===== src/rtl/booth_mult_if.sv =====
// ---------------------------------------------------------------------------
// booth_mult_if
// Request/result bundle between a multiply requester and booth_mult.
//   ctrl_mult       : start pulse; operands sampled on the same edge
//   data_operandA   : 32-bit two's-complement multiplicand
//   data_operandB   : 32-bit two's-complement multiplier
//   data_result     : low 32 bits of the product (registered)
//   data_exception  : overflow flag (registered, or constant 0)
//   data_resultRDY  : one-cycle result-valid pulse
// Modports: master = requester, slave = multiplier.
// ---------------------------------------------------------------------------
interface booth_mult_if;
  logic        ctrl_mult;
  logic [31:0] data_operandA;
  logic [31:0] data_operandB;
  logic [31:0] data_result;
  logic        data_exception;
  logic        data_resultRDY;

  modport master (
    output ctrl_mult, data_operandA, data_operandB,
    input  data_result, data_exception, data_resultRDY
  );

  modport slave (
    input  ctrl_mult, data_operandA, data_operandB,
    output data_result, data_exception, data_resultRDY
  );
endinterface


===== src/rtl/booth_mult.sv =====
// ---------------------------------------------------------------------------
// booth_mult
// Sequential radix-2 Booth multiplier, 32x32 signed, one Booth step per clock
// paced by an external 5-bit step counter.
//
// Ports
//   clk        : rising-edge clock
//   reset      : synchronous active-high reset
//   cnt        : current step count from the external counter
//   cnt_end    : high when cnt == 31
//   cnt_reset  : clears the external counter (high while in CLR)
//   bus        : booth_mult_if.slave (start, operands, result, flags)
//
// Optional build macro
//   MULT_OVF_EN : when defined, data_exception flags a product that does not
//                 fit in 32 signed bits; when undefined it is tied to 0 and
//                 no comparison logic exists.
//
// Timing: start sampled at edge E0 -> CLR -> 32 RUN steps -> DONE, with
// data_resultRDY high during the cycle after edge E0+33.
// ---------------------------------------------------------------------------
module booth_mult (
  input  logic        clk,
  input  logic        reset,
  input  logic [4:0]  cnt,
  input  logic        cnt_end,
  output logic        cnt_reset,
  booth_mult_if.slave bus
);

  localparam logic [1:0] S_IDLE = 2'd0;
  localparam logic [1:0] S_CLR  = 2'd1;
  localparam logic [1:0] S_RUN  = 2'd2;
  localparam logic [1:0] S_DONE = 2'd3;

  logic [1:0]         r_state;
  logic signed [31:0] r_m;
  logic [64:0]        r_prod;
  logic [31:0]        r_result;
  logic [64:0]        w_prod_next;
  logic               w_last_step;

  // One Booth step: conditional add/sub of M into the upper half, then an
  // arithmetic shift right of the whole product register. The add is done
  // one bit wider so the bit shifted into the top is the true sign of the
  // partial product even when the 32-bit sum wraps (e.g. M = 0x80000000);
  // the low half is identical to plain modulo arithmetic, and the upper half
  // stays the exact high word of the product.
  function automatic logic [64:0] booth_step(input logic [64:0]        p,
                                             input logic signed [31:0] m);
    logic signed [32:0] acc;
    logic signed [32:0] m_ext;
    acc   = {p[64], p[64:33]};
    m_ext = {m[31], m};
    case (p[1:0])
      2'b01:   acc = acc + m_ext;
      2'b10:   acc = acc - m_ext;
      default: acc = acc;
    endcase
    return {acc, p[32:1]};
  endfunction

  assign w_prod_next = booth_step(r_prod, r_m);

  // The end flag is qualified with the count itself so a spurious cnt_end
  // alone cannot terminate the multiply early.
  assign w_last_step = cnt_end & (&cnt);

  assign cnt_reset          = (r_state == S_CLR);
  assign bus.data_resultRDY = (r_state == S_DONE);
  assign bus.data_result    = r_result;

  // Control and datapath: a start pulse in any state (re)loads the operands,
  // which also aborts any operation in flight without a ready pulse.
  always_ff @(posedge clk) begin
    if (reset) begin
      r_state  <= S_IDLE;
      r_m      <= '0;
      r_prod   <= '0;
      r_result <= '0;
    end else if (bus.ctrl_mult) begin
      r_state  <= S_CLR;
      r_m      <= bus.data_operandA;
      r_prod   <= {32'b0, bus.data_operandB, 1'b0};
    end else begin
      case (r_state)
        S_CLR:   r_state <= S_RUN;
        S_RUN: begin
          r_prod <= w_prod_next;
          if (w_last_step) begin
            r_state  <= S_DONE;
            r_result <= w_prod_next[32:1];
          end
        end
        S_DONE:  r_state <= S_IDLE;
        default: r_state <= S_IDLE;
      endcase
    end
  end

`ifdef MULT_OVF_EN
  logic r_exc;

  // The product overflows 32 bits when the high word is not merely the sign
  // extension of bit 31 of the low word.
  function automatic logic ovf_check(input logic [64:0] p);
    return (p[64:33] != {32{p[32]}});
  endfunction

  always_ff @(posedge clk) begin
    if (reset) begin
      r_exc <= 1'b0;
    end else if (!bus.ctrl_mult && (r_state == S_RUN) && w_last_step) begin
      r_exc <= ovf_check(w_prod_next);
    end
  end

  assign bus.data_exception = r_exc;
`else
  assign bus.data_exception = 1'b0;
`endif

endmodule


===== src/flat_wrapper.sv =====
// flat-port wrapper written by rule: the top's interface ports become plain ports
module booth_mult_flat 
  (clk, reset, cnt, cnt_end, cnt_reset, bus_ctrl_mult, bus_data_operandA, bus_data_operandB, bus_data_result, bus_data_exception, bus_data_resultRDY);
  booth_mult_if bus_i ();
  input  logic clk;
  input  logic reset;
  input  logic [4:0] cnt;
  input  logic cnt_end;
  output logic cnt_reset;
  input wire logic [$bits(bus_i.ctrl_mult)-1:0] bus_ctrl_mult;
  input wire logic [$bits(bus_i.data_operandA)-1:0] bus_data_operandA;
  input wire logic [$bits(bus_i.data_operandB)-1:0] bus_data_operandB;
  output wire logic [$bits(bus_i.data_result)-1:0] bus_data_result;
  output wire logic [$bits(bus_i.data_exception)-1:0] bus_data_exception;
  output wire logic [$bits(bus_i.data_resultRDY)-1:0] bus_data_resultRDY;
  assign bus_i.ctrl_mult = bus_ctrl_mult;
  assign bus_i.data_operandA = bus_data_operandA;
  assign bus_i.data_operandB = bus_data_operandB;
  assign bus_data_result = bus_i.data_result;
  assign bus_data_exception = bus_i.data_exception;
  assign bus_data_resultRDY = bus_i.data_resultRDY;
  booth_mult u_core (.clk(clk), .reset(reset), .cnt(cnt), .cnt_end(cnt_end), .cnt_reset(cnt_reset), .bus(bus_i));
endmodule

===== config.mk =====
export PLATFORM = sky130hd
export DESIGN_NAME = booth_mult_flat
export DESIGN_NICKNAME = d
export VERILOG_FILES = /design/src/rtl/booth_mult_if.sv /design/src/rtl/booth_mult.sv /design/src/flat_wrapper.sv
export SDC_FILE = /design/constraint.sdc
export NUM_CORES = 1
export LEC_CHECK = 0
export CAP_MARGIN = 20
export CORE_MARGIN = 5
export CORE_UTILIZATION = 40
export CTS_BUF_LIST = sky130_fd_sc_hd__clkbuf_4
export DETAILED_ROUTE_END_ITERATION = 12
export PLACE_DENSITY = 0.64
export REMOVE_ABC_BUFFERS = 1
export SKIP_LAST_GASP = 1
export SLEW_MARGIN = 20
export SYNTH_ARGS = -nofsm -noshare
export SYNTH_HDL_FRONTEND = slang
export SYNTH_SLANG_ARGS = --single-unit

===== constraint.sdc =====
create_clock -name clk -period 7.4 [get_ports clk]
set_input_delay 0.74 -clock clk [delete_from_list [all_inputs] [get_ports clk]]
set_output_delay 0.74 -clock clk [all_outputs]
set_load 0.1 [all_outputs]

==> implementation parameters <==
Parameter                              Value

Logic synthesis
  Number of warning messages in the yosys log    0
  Netlist area before placement    7670 µm²
  Number of synthesized flops with an enable pin    0
  Number of synthesized register bits    131
  Fraction of the yosys area taken by sequential cells    about a third
  Async set or reset register ratio after synthesis    0%
  Mapped Avg Cell Area    7.84 µm²
  Count of cell types in the netlist    65
  Synth Instances    978
  Most area-consuming cells after synthesis    sky130_fd_sc_hd__dfxtp_1, sky130_fd_sc_hd__mux2i_1, sky130_fd_sc_hd__a21oi_1, sky130_fd_sc_hd__nor2_1, sky130_fd_sc_hd__ha_1
  Yosys top cell by area    sky130_fd_sc_hd__dfxtp_1
  Predominant post-synthesis flop cell    sky130_fd_sc_hd__dfxtp_1
  Yosys top cell area share    about a third

Timing
  Transition time at the pin with the least slew margin    about 1.1 ns
  Max-Slew Margin vs Limit    29.9%
  Layout Skew    0.0246 ns
  Max Fclk    243 MHz
  Final worst hold slack    0.463 ns
  Fin Setup TNS    0 ns
  Final clock period utilization by the worst path    about 56%
  Final setup violation count    0
  Count of pins over their slew limit    0
  Time the worst path needs with I/O delays and setup    4.12 ns
  RSZ-0062 raised after global routing    no
  Number of endpoints with negative hold slack in the final report    0

Clocking
  CTS root buffer    sky130_fd_sc_hd__clkbuf_4
  Maximum clock path buffer count    2
  Number of buffers added to fix hold violations after cts    0
  CTS Buf Count    17
  CTS clock-pin slew for the worst setup and hold paths    0.14 ns
  Post-CTS repair timing setup buffer count    0
  Number of H-tree branching levels    4
  Post-cts resize count    0
  Sinks on Clock Net    131
  Clock tree from TritonCTS    built
  Clock latency on the worst-skew pair    0.56 ns

Final layout
  Final std cell area, no fill    9170 µm²
  Number of nets in the layout    1163
  Fraction of layout cells with a size suffix above 1    6.10%
  Fill cell instance count of the final layout    1873
  Most frequent cells in the layout    sky130_fd_sc_hd__nor2_1, sky130_fd_sc_hd__dfxtp_1, sky130_fd_sc_hd__a21oi_1, sky130_fd_sc_hd__nand2_1, sky130_fd_sc_hd__clkdlybuf4s50_1
  Commonest non-fill, non-tap cell in the layout    sky130_fd_sc_hd__nor2_1
  Layout overhead on the synthesized area    19.5%

GRT
  Residual overflow from global routing    0
  Initial antenna violation count    1
  Via count of the first global-routing pass    6646
  Wire length of the first global-routing pass    34000 µm
  Largest net degree at the start of global routing    89
  All-layer global routing usage    18.8%

Flow run
  Max-cap violations    0

Power
  Leakage power    3.46 nW
  Pwr/cell area    between 150 and 200 nW/µm²
  Worst VDD drop    0.121 mV

Placed design
  Instance area after placement    8870 µm²
  Routability-driven placement congestion ratio    0.905
  Count of buffers inserted at the top-level ports    106
  DP Wirelength    14400 µm

Detailed routing
  Vias per inst    between 5 and 6
  Router iterations before antenna repair    5
  Number of routed nets with antenna violations    0
  Violation count after the first detailed-routing iteration    between 300 and 400
  Detailed-route DRC error count    0
  Drt wl/cell    15.7 µm
  Total via count after detailed routing    6933
  Post-detailed-routing wire length    20400 µm

Outcome
  Outcome    complete, no violations

Floorplanning
  Core area    18800 µm²
  Die Ht    148 µm
  X dimension of the die    148 µm
  Area of the die    22000 µm²
  Top-level port count    108
  Initial Util    40.9%
  Core Rows    50

Setup path
  Critical path class    reg2reg
  Nature of the critical path startpoint    register
  Sort of element at the end of the critical path    register
  Worst EP required    roughly 8 ns
  Largest fanout of any net on the critical path    8
  Arrival @ worst endpoint    4.55 ns

Min path
  Type of the worst min-delay path    reg2reg
cells by family (layout without fill, tap and decap cells):
logic type                 Yosys count  in the layout  share of synthesized area, %
and+or+nand+nor                    338            338                          19.0
adders and majority gates           38             38                          6.30
buffers and inverters               86            173                          4.27
AOI/OAI and AO/OA                  258            258                          20.6
xor gates and xnor gates            55             55                          6.28
muxes                               71             71                          9.27
other                                1              2                        0.0489
DFF                                131            131                          34.2
cell usage after synthesis (all sizes together) (2+ instances only):
library cell	number
buf	13
nor2	154
o211ai	8
o2111ai	5
a211oi	6
a21oi	121
a211o	2
nand3b	2
a221o	2
dfxtp	131
nor3	14
xnor2	44
clkbuf	47
o21a	4
ha	37
nor2b	5
o41ai	2
nand4	8
inv	26
o21ai	45
o221ai	2
and2	5
a221oi	2
or3	4
a31oi	21
nor4	4
o22ai	4
and3	8
nand2	112
mux2i	71
nand3	9
or4	2
nand2b	7
xor2	11
a21o	17
o21bai	3
a311oi	7
o31ai	3
metal layers:
layer  GRT usage [%]  up-vias  part of all wire [%]
met5               0        -                     0
met4            4.85        0                   1.2
met3            5.30       18                   5.4
met2            30.5      129                    47
met1            24.8     3222                    46
li1                -     3564                     -
metrics by stage:
stage          setup slack, ns  utilization (%)  power [mW]  std cells
6_report                  3.28             48.9        1.61       1300
5_1_grt                   2.82             48.9        1.70       1300
4_1_cts                   3.28             48.8        1.63       1299
3_5_place_dp              3.31             47.3        1.11       1267
3_3_place_gp              3.41             47.3        1.11       1267
2_1_floorplan             1.58                -       0.994        918
power breakdown:
part / switching [mW] / total, mW / internal (mW)
combinational: 0.194 / 0.347 / 0.153
clock: 0.325 / 0.508 / 0.183
sequential: 0.0245 / 0.753 / 0.729
total: 0.544 / 1.61 / 1.06
layout make-up:
type	instances	area (µm²)	area share (%)
tap	234	293	3.19
multi-input combinational	761	4740	51.7
inverter	26	97.6	1.06
sequential	131	2620	28.6
clock inverter	15	164	1.79
timing repair buffer	115	1120	12.3
antenna	1	2.50	0.0273
clock buffer	17	128	1.39
path summary, 6_finish.rpt:
path | startpoint | slack [ns] | cells after the start | endpoint
max | u_core.r_m[2] | 3.28 | 16 | u_core.r_prod[60]
min | u_core.bus.data_result[30] | 0.46 | 2 | u_core.bus.data_result[30]
max reg2reg | u_core.r_m[2] | 3.28 | 16 | u_core.r_prod[60]
min reg2reg | u_core.bus.data_result[30] | 0.46 | 2 | u_core.bus.data_result[30]
worst max-delay path: stages (launching register included):
cell and delay (ns):
sky130_fd_sc_hd__dfxtp_1 0.38, sky130_fd_sc_hd__or3_1 0.45, sky130_fd_sc_hd__nor4_2 0.33, sky130_fd_sc_hd__nand3b_1 0.25, sky130_fd_sc_hd__nor2_1 0.28, sky130_fd_sc_hd__a21oi_1 0.12
sky130_fd_sc_hd__xnor2_1 0.15, sky130_fd_sc_hd__ha_1 0.41, sky130_fd_sc_hd__nand4_1 0.11, sky130_fd_sc_hd__a21oi_1 0.27, sky130_fd_sc_hd__nand4_1 0.12, sky130_fd_sc_hd__or3_1 0.36
sky130_fd_sc_hd__a21o_1 0.21, sky130_fd_sc_hd__a31oi_1 0.29, sky130_fd_sc_hd__o2111ai_1 0.14, sky130_fd_sc_hd__nand2_1 0.09, sky130_fd_sc_hd__a31oi_1 0.04
registers in the layout (all words and copies together), names as in the netlist:
signal,count
u_core.r_m,32
u_core.r_prod,65
u_core.bus.data_result,32
u_core.r_state,2
(Power assumes the default switching activity.)
